### src/rtl/read_address_traversal_pkg.sv
// ============================================================================
//  Module   : read_address_traversal_pkg
//  Brief    : Address field map, count width and read FSM encodings shared
//             by the read and write address traversals.
//  Revision : 1.0 - initial release
// ============================================================================
`default_nettype none

package read_address_traversal_pkg;

   localparam int c_ba_w    = 2;
   localparam int c_col_w   = 9;
   localparam int c_row_w   = 13;
   localparam int c_cnt_w   = c_ba_w + c_col_w + c_row_w;

   localparam int c_row_lsb = 0;
   localparam int c_col_lsb = c_row_lsb + c_row_w;
   localparam int c_ba_lsb  = c_col_lsb + c_col_w;

   typedef enum logic [1:0] {
      ST_IDLE    = 2'd0,
      ST_ISSUE   = 2'd1,
      ST_ADVANCE = 2'd2
   } state_t;

endpackage

`default_nettype wire

### src/rtl/read_address_traversal_if.sv
// ============================================================================
//  Module   : read_address_traversal_if
//  Brief    : Request, write-count and SDRAM read-address handshake bundle.
//  Revision : 1.0 - initial release
// ============================================================================
`default_nettype none

interface read_address_traversal_if;
   import read_address_traversal_pkg::*;

   logic                 NEXT;
   logic [c_cnt_w-1:0]   WRITE_COUNT_IN;
   logic                 ADDR_ACK;
   logic [c_ba_w-1:0]    BA_READ_OUT;
   logic [c_col_w-1:0]   COL_READ_OUT;
   logic [c_row_w-1:0]   ROW_READ_OUT;
   logic                 ADDR_VALID;
   logic                 EMPTY;
   logic                 UNDERRUN;

   modport master (
      output NEXT, WRITE_COUNT_IN, ADDR_ACK,
      input  BA_READ_OUT, COL_READ_OUT, ROW_READ_OUT, ADDR_VALID, EMPTY, UNDERRUN
   );

   modport slave (
      input  NEXT, WRITE_COUNT_IN, ADDR_ACK,
      output BA_READ_OUT, COL_READ_OUT, ROW_READ_OUT, ADDR_VALID, EMPTY, UNDERRUN
   );

endinterface

`default_nettype wire

### src/rtl/read_address_traversal_edge_sync.sv
// ============================================================================
//  Module   : edge_sync
//  Brief    : Multi-flop synchronizer followed by a one-clock rising-edge pulse.
//  Revision : 1.0 - initial release
// ============================================================================
`default_nettype none

module edge_sync #(
   parameter int SYNC_STAGES = 2
) (
   input  logic clk,
   input  logic rst,
   input  logic i_async,
   output logic o_pulse
);

   logic [SYNC_STAGES-1:0] r_sync;
   logic                   r_prev;

   always_ff @(posedge clk) begin
      if (rst) begin
         r_sync <= '0;
         r_prev <= 1'b0;
      end else begin
         r_sync <= {r_sync[SYNC_STAGES-2:0], i_async};
         r_prev <= r_sync[SYNC_STAGES-1];
      end
   end

   assign o_pulse = r_sync[SYNC_STAGES-1] & ~r_prev;

endmodule

`default_nettype wire

### src/rtl/read_address_traversal.sv
// ============================================================================
//  Module   : read_address_traversal
//  Brief    : Linear SDRAM read-address walker chasing the write traversal.
//  Revision : 1.0 - initial release
// ============================================================================
`default_nettype none

module read_address_traversal
   import read_address_traversal_pkg::*;
#(
   parameter int SYNC_STAGES = 2,
   parameter int CNT_W       = c_cnt_w
) (
   input  logic                      CLK,
   input  logic                      RESET,
   read_address_traversal_if.slave   bus
);

   state_t           r_state;
   state_t           w_state_nxt;
   logic [CNT_W-1:0] r_read_count;
   logic             r_pending;
   logic             r_underrun;
   logic             w_next_p;
   logic             w_empty;
   logic             w_leave_idle;

   edge_sync #(
      .SYNC_STAGES (SYNC_STAGES)
   ) u_next_sync (
      .clk     (CLK),
      .rst     (RESET),
      .i_async (bus.NEXT),
      .o_pulse (w_next_p)
   );

   assign w_empty = (r_read_count == bus.WRITE_COUNT_IN);

   always_comb begin
      w_state_nxt  = r_state;
      w_leave_idle = 1'b0;
      case (r_state)
         ST_IDLE: begin
            if (r_pending && !w_empty) begin
               w_state_nxt  = ST_ISSUE;
               w_leave_idle = 1'b1;
            end
         end
         ST_ISSUE: begin
            if (bus.ADDR_ACK) begin
               w_state_nxt = ST_ADVANCE;
            end
         end
         ST_ADVANCE: begin
            w_state_nxt = ST_IDLE;
         end
         default: begin
            w_state_nxt = ST_IDLE;
         end
      endcase
   end

   always_ff @(posedge CLK) begin
      if (RESET) begin
         r_state <= ST_IDLE;
      end else begin
         r_state <= w_state_nxt;
      end
   end

   // Count only moves in ADVANCE, so the address presented in ISSUE is stable.
   always_ff @(posedge CLK) begin
      if (RESET) begin
         r_read_count <= '0;
      end else if (r_state == ST_ADVANCE) begin
         r_read_count <= r_read_count + CNT_W'(1);
      end
   end

   always_ff @(posedge CLK) begin
      if (RESET) begin
         r_pending  <= 1'b0;
         r_underrun <= 1'b0;
      end else begin
         if (w_next_p) begin
            r_pending <= 1'b1;
         end else if (w_leave_idle) begin
            r_pending <= 1'b0;
         end
         if (w_next_p && r_pending && w_empty) begin
            r_underrun <= 1'b1;
         end
      end
   end

   assign bus.BA_READ_OUT  = r_read_count[c_ba_lsb  +: c_ba_w];
   assign bus.COL_READ_OUT = r_read_count[c_col_lsb +: c_col_w];
   assign bus.ROW_READ_OUT = r_read_count[c_row_lsb +: c_row_w];
   assign bus.ADDR_VALID   = (r_state == ST_ISSUE);
   assign bus.EMPTY        = w_empty;
   assign bus.UNDERRUN     = r_underrun;

endmodule

`default_nettype wire

### src/flat_wrapper.sv
// flat-port wrapper written by rule: the top's interface ports become plain ports
module read_address_traversal_flat import read_address_traversal_pkg::*;
#(
   parameter int SYNC_STAGES = 2,
   parameter int CNT_W       = c_cnt_w
)
  (CLK, RESET, bus_NEXT, bus_WRITE_COUNT_IN, bus_ADDR_ACK, bus_BA_READ_OUT, bus_COL_READ_OUT, bus_ROW_READ_OUT, bus_ADDR_VALID, bus_EMPTY, bus_UNDERRUN);
  read_address_traversal_if bus_i ();
  input  logic CLK;
  input  logic RESET;
  input wire logic [$bits(bus_i.NEXT)-1:0] bus_NEXT;
  input wire logic [$bits(bus_i.WRITE_COUNT_IN)-1:0] bus_WRITE_COUNT_IN;
  input wire logic [$bits(bus_i.ADDR_ACK)-1:0] bus_ADDR_ACK;
  output wire logic [$bits(bus_i.BA_READ_OUT)-1:0] bus_BA_READ_OUT;
  output wire logic [$bits(bus_i.COL_READ_OUT)-1:0] bus_COL_READ_OUT;
  output wire logic [$bits(bus_i.ROW_READ_OUT)-1:0] bus_ROW_READ_OUT;
  output wire logic [$bits(bus_i.ADDR_VALID)-1:0] bus_ADDR_VALID;
  output wire logic [$bits(bus_i.EMPTY)-1:0] bus_EMPTY;
  output wire logic [$bits(bus_i.UNDERRUN)-1:0] bus_UNDERRUN;
  assign bus_i.NEXT = bus_NEXT;
  assign bus_i.WRITE_COUNT_IN = bus_WRITE_COUNT_IN;
  assign bus_i.ADDR_ACK = bus_ADDR_ACK;
  assign bus_BA_READ_OUT = bus_i.BA_READ_OUT;
  assign bus_COL_READ_OUT = bus_i.COL_READ_OUT;
  assign bus_ROW_READ_OUT = bus_i.ROW_READ_OUT;
  assign bus_ADDR_VALID = bus_i.ADDR_VALID;
  assign bus_EMPTY = bus_i.EMPTY;
  assign bus_UNDERRUN = bus_i.UNDERRUN;
  read_address_traversal #(.SYNC_STAGES(SYNC_STAGES), .CNT_W(CNT_W)) u_core (.CLK(CLK), .RESET(RESET), .bus(bus_i));
endmodule
### config.mk
export PLATFORM = sky130hd
export DESIGN_NAME = read_address_traversal_flat
export DESIGN_NICKNAME = d
export VERILOG_FILES = /design/src/rtl/read_address_traversal_pkg.sv /design/src/rtl/read_address_traversal_if.sv /design/src/rtl/read_address_traversal_edge_sync.sv /design/src/rtl/read_address_traversal.sv /design/src/flat_wrapper.sv
export SDC_FILE = /design/constraint.sdc
export NUM_CORES = 1
export LEC_CHECK = 0
export CAP_MARGIN = 20
export CORE_UTILIZATION = 46
export DETAILED_ROUTE_END_ITERATION = 10
export PLACE_DENSITY_LB_ADDON = 0.05
export SLEW_MARGIN = 20
export SYNTH_ARGS = -nofsm -noshare
export SYNTH_HDL_FRONTEND = slang
export SYNTH_SLANG_ARGS = --single-unit
### constraint.sdc
create_clock -name CLK -period 2.8 [get_ports CLK]
set_clock_uncertainty 0.2 [all_clocks]
set_input_delay 0.56 -clock CLK [delete_from_list [all_inputs] [get_ports CLK]]
set_output_delay 0.56 -clock CLK [all_outputs]
set_load 0.01 [all_outputs]
==> summary.txt <==
Status
  • Status: complete, no violations

Global route
  • Pin count of the biggest net entering global routing: 34
  • Gr usage total: 22.5%
  • First-pass GRT wire length: 6.87 mm
  • Grt ovf: 0
  • Number of global-route vias before repair: 1521
  • Initial antenna violation count: 0

Setup path
  • Worst Setup SP: bus_WRITE_COUNT_IN[13]
  • R2R depth: 5
  • Max FO, Critical Path: 2
  • R2r endpoint: u_core.r_read_count[20]
  • Launch point of the worst reg-to-reg path: u_core.r_read_count[0]
  • CP startpoint kind: primary input
  • Arrival @ worst endpoint: 1940 ps
  • WP data required: 2040 ps
  • CP Class: primary input to output pin
  • Worst Setup End Kind: output pin
  • FF-to-FF setup slack: 600 ps

Clock tree
  • Clock latency on the worst-skew pair: 340 ps
  • CTS tree: built
  • H-tree levels: 2
  • Num CTS Buffers: 5
  • CTS Hold Buffers Added: 0
  • CTS Sinks: 31
  • Post-CTS Setup Inserts: 0
  • CTS root buf: clkbuf_4
  • Clk slew on worst S/H paths: 100 ps
  • CTS max path bufs: 2

Placed design
  • Final Wtd Congestion: 0.797
  • DP Wirelength: 3.14 mm
  • Port bufs: 54
  • Pre-CTS WS: -340 ps

Worst hold path
  • Worst hold path class: register to register
  • Cell depth of the worst hold path: 1
  • Hold Startpoint: u_core.u_next_sync.r_sync[0]
  • WHS Endpoint: u_core.u_next_sync.r_sync[1]

Route
  • Routed WL per cell: 14.3 um
  • Via density: 5.50
  • Total wire length: 4.24 mm
  • DRC: 0
  • Drt first-iter violations: 72
  • Total number of vias: 1633
  • Post-DRT Antenna Nets: 0
  • DRT Pass-1 Iters: 4

Pwr
  • Worst vdd ir: 0.000464 V
  • PD cells: 374 nW/um^2
  • LEAKAGE: 0.924 nW

Timing
  • Final Hold Slack: 256 ps
  • Setup TNS: 0 ps
  • Final period util: 96.5%
  • FMAX: 370 MHz
  • Final setup fails: 0
  • RSZ-0062 raised after global routing: false
  • Worst-Margin Slew: 387 ps
  • Final hold vios: 0
  • Final min period: 2700 ps
  • Max-slew violation count: 0
  • Setup ws final: 98.2 ps
  • Max transition margin: 74.0%

Synth
  • Mean Syn Cell Area: 8.97 um^2
  • Register area share after synthesis: 37.0%
  • Syn_nets: 216
  • Synthesis Warnings: 0
  • Mapped Cells: 187
  • Synth Cell Area: 1680 um^2
  • Netlist cell types: 38
  • #FFs+latches synth: 31

Finish
  • ANT cells: 0
  • NumNets Final: 279
  • Layout cells sized above 1: 10.8%
  • Area grow syn2layout: 43.3%

Die
  • Die X: 62.4 um
  • I/O pins: 55
  • Die ar.: 3890 um^2
  • Die Y: 62.4 um
  • Core Rows: 21
  • Core area: 3420 um^2
  • Starting Density: 49.1%

Job
  • Max-Cap Viols: 0
## power by group
group	internal [W]	switching [W]	total [W]
sequential	0.000444	0.00000341	0.000447
clock	0.000211	0.000161	0.000372
combinational	0.0000497	0.0000295	0.0000792
total	0.000705	0.000194	0.000898
## layer usage
layer	routed length [um]	share of wire, %	global-route usage (%)
met2	2000	47	36.1
met5	0	0	0
met3	267	6.3	6.39
met4	119	2.8	11.9
met1	1850	44	27.4
## cells in the mapped netlist
master	instances	area, um^2
a21oi_1	12	60.1
and4bb_2	1	12.5
nand2_1	11	41.3
xor2_1	30	263
mux2i_1	1	10.0
o22ai_1	1	6.26
nand4_2	1	12.5
and2b_1	1	7.51
nand4_1	7	43.8
o21ai_0	4	20.0
a211o_1	1	8.76
o32ai_1	1	8.76
nand4b_1	1	8.76
nor4b_1	2	17.5
o31ai_1	7	52.6
o21a_1	1	7.51
or3_1	4	25.0
nand3_1	6	30.0
buf_1	1	3.75
buf_6	2	22.5
clkbuf_1	3	11.3
nor2b_1	5	31.3
nand3b_4	1	20.0
and4_1	3	26.3
xnor2_1	5	43.8
nor3_1	1	5.00
a21boi_0	1	7.51
or3_4	1	11.3
ha_1	1	12.5
inv_1	4	15.0
nor4_1	9	56.3
or4_1	8	60.1
mux2_1	1	11.3
and3_1	1	6.26
and4b_4	1	13.8
dfxtp_1	31	621
nor2_1	14	52.6
buf_2	2	10.0
## cell usage in the layout (no fill, tap or decap), types with 2 or more instances in the layout
master           instances
clkdlybuf4s50_1         53
dfxtp_1                 31
xor2_1                  30
nor2_1                  14
a21oi_1                 12
nand2_1                 11
buf_4                   10
or4_1                    8
nand4_1                  7
o31ai_1                  7
nor4_1                   6
nand3_1                  6
nor2b_1                  5
xnor2_1                  5
clkbuf_4                 5
inv_1                    4
o21ai_0                  4
or3_1                    4
nor4_2                   3
and4_1                   3
nor4b_1                  2
## critical path, stage by stage
cell,delay [ps]
clkdlybuf4s50_1,440
xor2_1,160
nor4_2,290
nand4_1,200
nor2_1,160
buf_2,140
## cell type report
cell class              count  area (um^2)
fillers                   299         1010
repair buffers             64          611
inverters                   4         15.0
well taps                  46         57.6
clock inverters             2         35.0
multi-input cells         144         1010
flip-flops and latches     31          621
clock buffers               6         51.3
## metrics by stage
| stage | util (%) | instance area, um^2 | power (W) | std cells |
|---|---|---|---|---|
| final | 70.3 | 2400 | 0.000898 | 297 |
| after global routing | 70.3 | 2400 | 0.000938 | 297 |
| after CTS | 70.0 | 2390 | 0.000906 | 297 |
| after detailed placement | 67.4 | 2300 | 0.000534 | 289 |
| after global placement | 67.4 | 2300 | 0.000533 | 289 |
| after floorplan | - | 1680 | 0.000481 | 187 |
## worst max-delay path by stage
stage,to,slack [ps],depth (start not counted)
2_1_floorplan,bus_EMPTY,670,4
3_3_place_gp,bus_EMPTY,-370,6
3_5_place_dp,bus_EMPTY,-340,6
4_1_cts,bus_EMPTY,50,6
5_1_grt,bus_EMPTY,3,7
6_report,bus_EMPTY,100,6
## registers in the layout (all words and copies together) (netlist names)
register                   count
u_core.bus.UNDERRUN            1
u_core.r_pending               1
u_core.r_read_count           24
u_core.r_state                 2
u_core.u_next_sync.r_prev      1
u_core.u_next_sync.r_sync      2
## repair_timing
item                                   in CTS  in global routing
pin swaps                                   3                  0
setup endpoints to repair                   1                  1
endpoints found under the hold margin       0                  0
resized for setup                           5                  2
## cell families after synthesis
group,synth area share (%)
adders and majority gates,0.746
xor gates and xnor gates,18.3
DFF,37.0
buffers and inverters,3.73
AOI/OAI and AO/OA,10.2
and+or+nand+nor,28.7
muxes,1.27
Power figures use the tool's default switching activity.
==> RTL change (same settings) <==
The package constant `c_ba_w` goes from 2 to 3.
--- a/src/rtl/read_address_traversal_pkg.sv
+++ b/src/rtl/read_address_traversal_pkg.sv
@@ -8,7 +8,7 @@
 
 package read_address_traversal_pkg;
 
-   localparam int c_ba_w    = 2;
+   localparam int c_ba_w    = 3;
    localparam int c_col_w   = 9;
    localparam int c_row_w   = 13;
    localparam int c_cnt_w   = c_ba_w + c_col_w + c_row_w;
Interface: changed (resized bus_BA_READ_OUT and bus_WRITE_COUNT_IN); port bits go from 55 to 57. The function was not compared with the original's and may differ.
==> RTL change against the unedited design <==
  * Sequential share of layout area fell by 0.092 points
  * Power is 5.3% lower
  * Sequential cell count is 1 higher
  * Routed wire length is 0.83% higher
  * Area after synthesis increased by 0.90%
  * Synthesized cell count grew 4.8%
  * Utilization is 2.0 points higher
  * First-iteration DRC count grew 56%
  * Via count rose by 1.5%
  * Design area up 3.6%
  * Non-clock buffer count rose by 8
  * Count of clock-buffer cells in the layout decreased by 1
  * Setup slack got worse by 0.011 ns
  * Critical path type unchanged
==> RTL change: results (changes against the unedited design) <==
metric	value	unit	change
HP Class	register to register		unchanged
vias in the first global route	1514		was 1521
layout cells sized above 1	11.7	%	was 10.8%
setup slack, reg-to-reg	0.32	ns	was 0.60 ns
WL/cell	13.7	um	was 14.3 um
largest net degree at the start of global routing	16		was 34
Final Wtd Congestion	0.746		was 0.797
P_leak	0.929	nW	was 0.924 nW
critical path's top delay family	buffers and inverters		was simple AND/OR/NAND/NOR gates
Overall Global Routing Usage	23.5	%	was 22.5%
post-synth cell types	30		was 38
Worst Path Max Fanout	2		unchanged
Peak VDD IR	0.000225	V	was 0.000464 V
critical path's largest stage delay	0.42	ns	was 0.44 ns
R2R depth	5		unchanged
H-tree depth	2		unchanged
first drt pass iteration count	5		was 4
synth top area cells	dfxtp_1 (38%), xor2_1 (14%), a21oi_1 (4.4%)		was dfxtp_1 (37%), xor2_1 (16%), a21oi_1 (3.6%)
Final #Nets	297		was 279
Final setup viols	0		unchanged
Vias/cell	5.33		was 5.50
top flop regs	u_core.r_read_count (25), u_core.r_state (2), u_core.u_next_sync.r_sync (2)		was u_core.r_read_count (24), u_core.r_state (2), u_core.u_next_sync.r_sync (2)
Post-synth ARST share	0	%	unchanged
Worst-path clk slew	0.06	ns	was 0.10 ns
Net Count, Synth	226		was 216
R2R Path Start	u_core.r_read_count[0]		unchanged
clk_lat worst skew	0.27	ns	was 0.34 ns
I/O Buffers	56		was 54
fillers	290		was 299
Setup crit start	bus_WRITE_COUNT_IN[11]		was bus_WRITE_COUNT_IN[13]
Placed Cells	306		was 289
Clock Path Buffers	2		unchanged
Hold Startpoint	u_core.u_next_sync.r_sync[0]		unchanged
Post-CTS Setup Repair Bufs	0		unchanged
total CTS buffers	5		unchanged
R2R Path End	u_core.r_read_count[24]		was u_core.r_read_count[20]
Diodes inserted	0		unchanged
clk root buf	clkbuf_8		was clkbuf_4
Critical Path End	bus_EMPTY		unchanged
Endpoint, Worst Hold	u_core.u_next_sync.r_sync[1]		unchanged
slowest CP cell	clkdlybuf4s50_1		unchanged
Avg Inst Size Synth	8.63	um^2	was 8.97 um^2
Iteration-0 DRC Markers	112		was 72
Ys Warns	0		unchanged
sequential share of the synthesized area	37.9	%	was 37.0%
via count	1657		was 1633
Hold Path Stages	1		unchanged
slew margin rel.	65.5	%	was 74.0%
synth cell count leaders	dfxtp_1 (32), xor2_1 (27), a21oi_1 (15)		was dfxtp_1 (31), xor2_1 (30), nor2_1 (14)
status	completed		unchanged
Detailed Place HPWL	3060	um	was 3140 um
antenna violations before repair	0		unchanged
post-route ant nets	0		unchanged
global-route wire length before repair	7200	um	was 6870 um
Remaining Overflow, GRT	0		unchanged
-- RTL change: worst register-to-register path: cells and delay by family, from the launching register on --
family | cells | cell delay, ns
flip-flops | 1 | 0.39
adder cells (fa/ha/maj) | 1 | 0.20
AO/OA/AOI/OAI | 1 | 0.15
AND/OR/NAND/NOR | 3 | 1.49
-- RTL change: logic make-up after synthesis --
group	count (synthesis)	synth area share, %
adders and majority gates	1	0.740
DFF	32	37.9
buffers and inverters	13	3.33
muxes	1	0.592
AOI/OAI and AO/OA	33	11.0
and+or+nand+nor	81	28.3
xor gates and xnor gates	35	18.1
-- RTL change: per-stage QoR --
stage	area (um^2)	hold WS [ns]	worst slack, ns	util, %
2_1_floorplan	1690	0.214	0.527	-
3_3_place_gp	2390	0.217	-0.406	69.5
3_5_place_dp	2390	0.236	-0.439	69.5
4_1_cts	2470	0.252	0.0413	71.7
5_1_grt	2490	0.266	0.0169	72.3
6_report	2490	0.248	0.0870	72.3
-- RTL change: repair_timing --
item / 4_1_cts / 5_1_grt
gates resized for setup: 6 / 4
pin swaps: 3 / 2
setup endpoints to repair: 1 / 1
-- RTL change: layer usage --
metal	GRT usage, %	vias up	share of wire, %
met5	0	-	0
met4	6.98	0	0.68
met3	6.57	2	4.7
met2	35.3	44	46
met1	32.5	765	48
li1	-	846	-
-- RTL change: power by group --
part           switching, W  leakage [nW]  internal [W]
combinational     0.0000293         0.634     0.0000495
sequential      0.000000871         0.258      0.000457
clock              0.000154        0.0359      0.000160
total              0.000185         0.929      0.000667
-- RTL change: cell type report --
| cell class | instances | share of cell area, % |
|---|---|---|
| Multi-Input combinational cell | 151 | 41.3 |
| Sequential cell | 32 | 25.7 |
| Clock buffer | 5 | 2.77 |
| Inverter | 5 | 0.754 |
| Timing Repair Buffer | 72 | 27.1 |
| Tap cell | 46 | 2.31 |
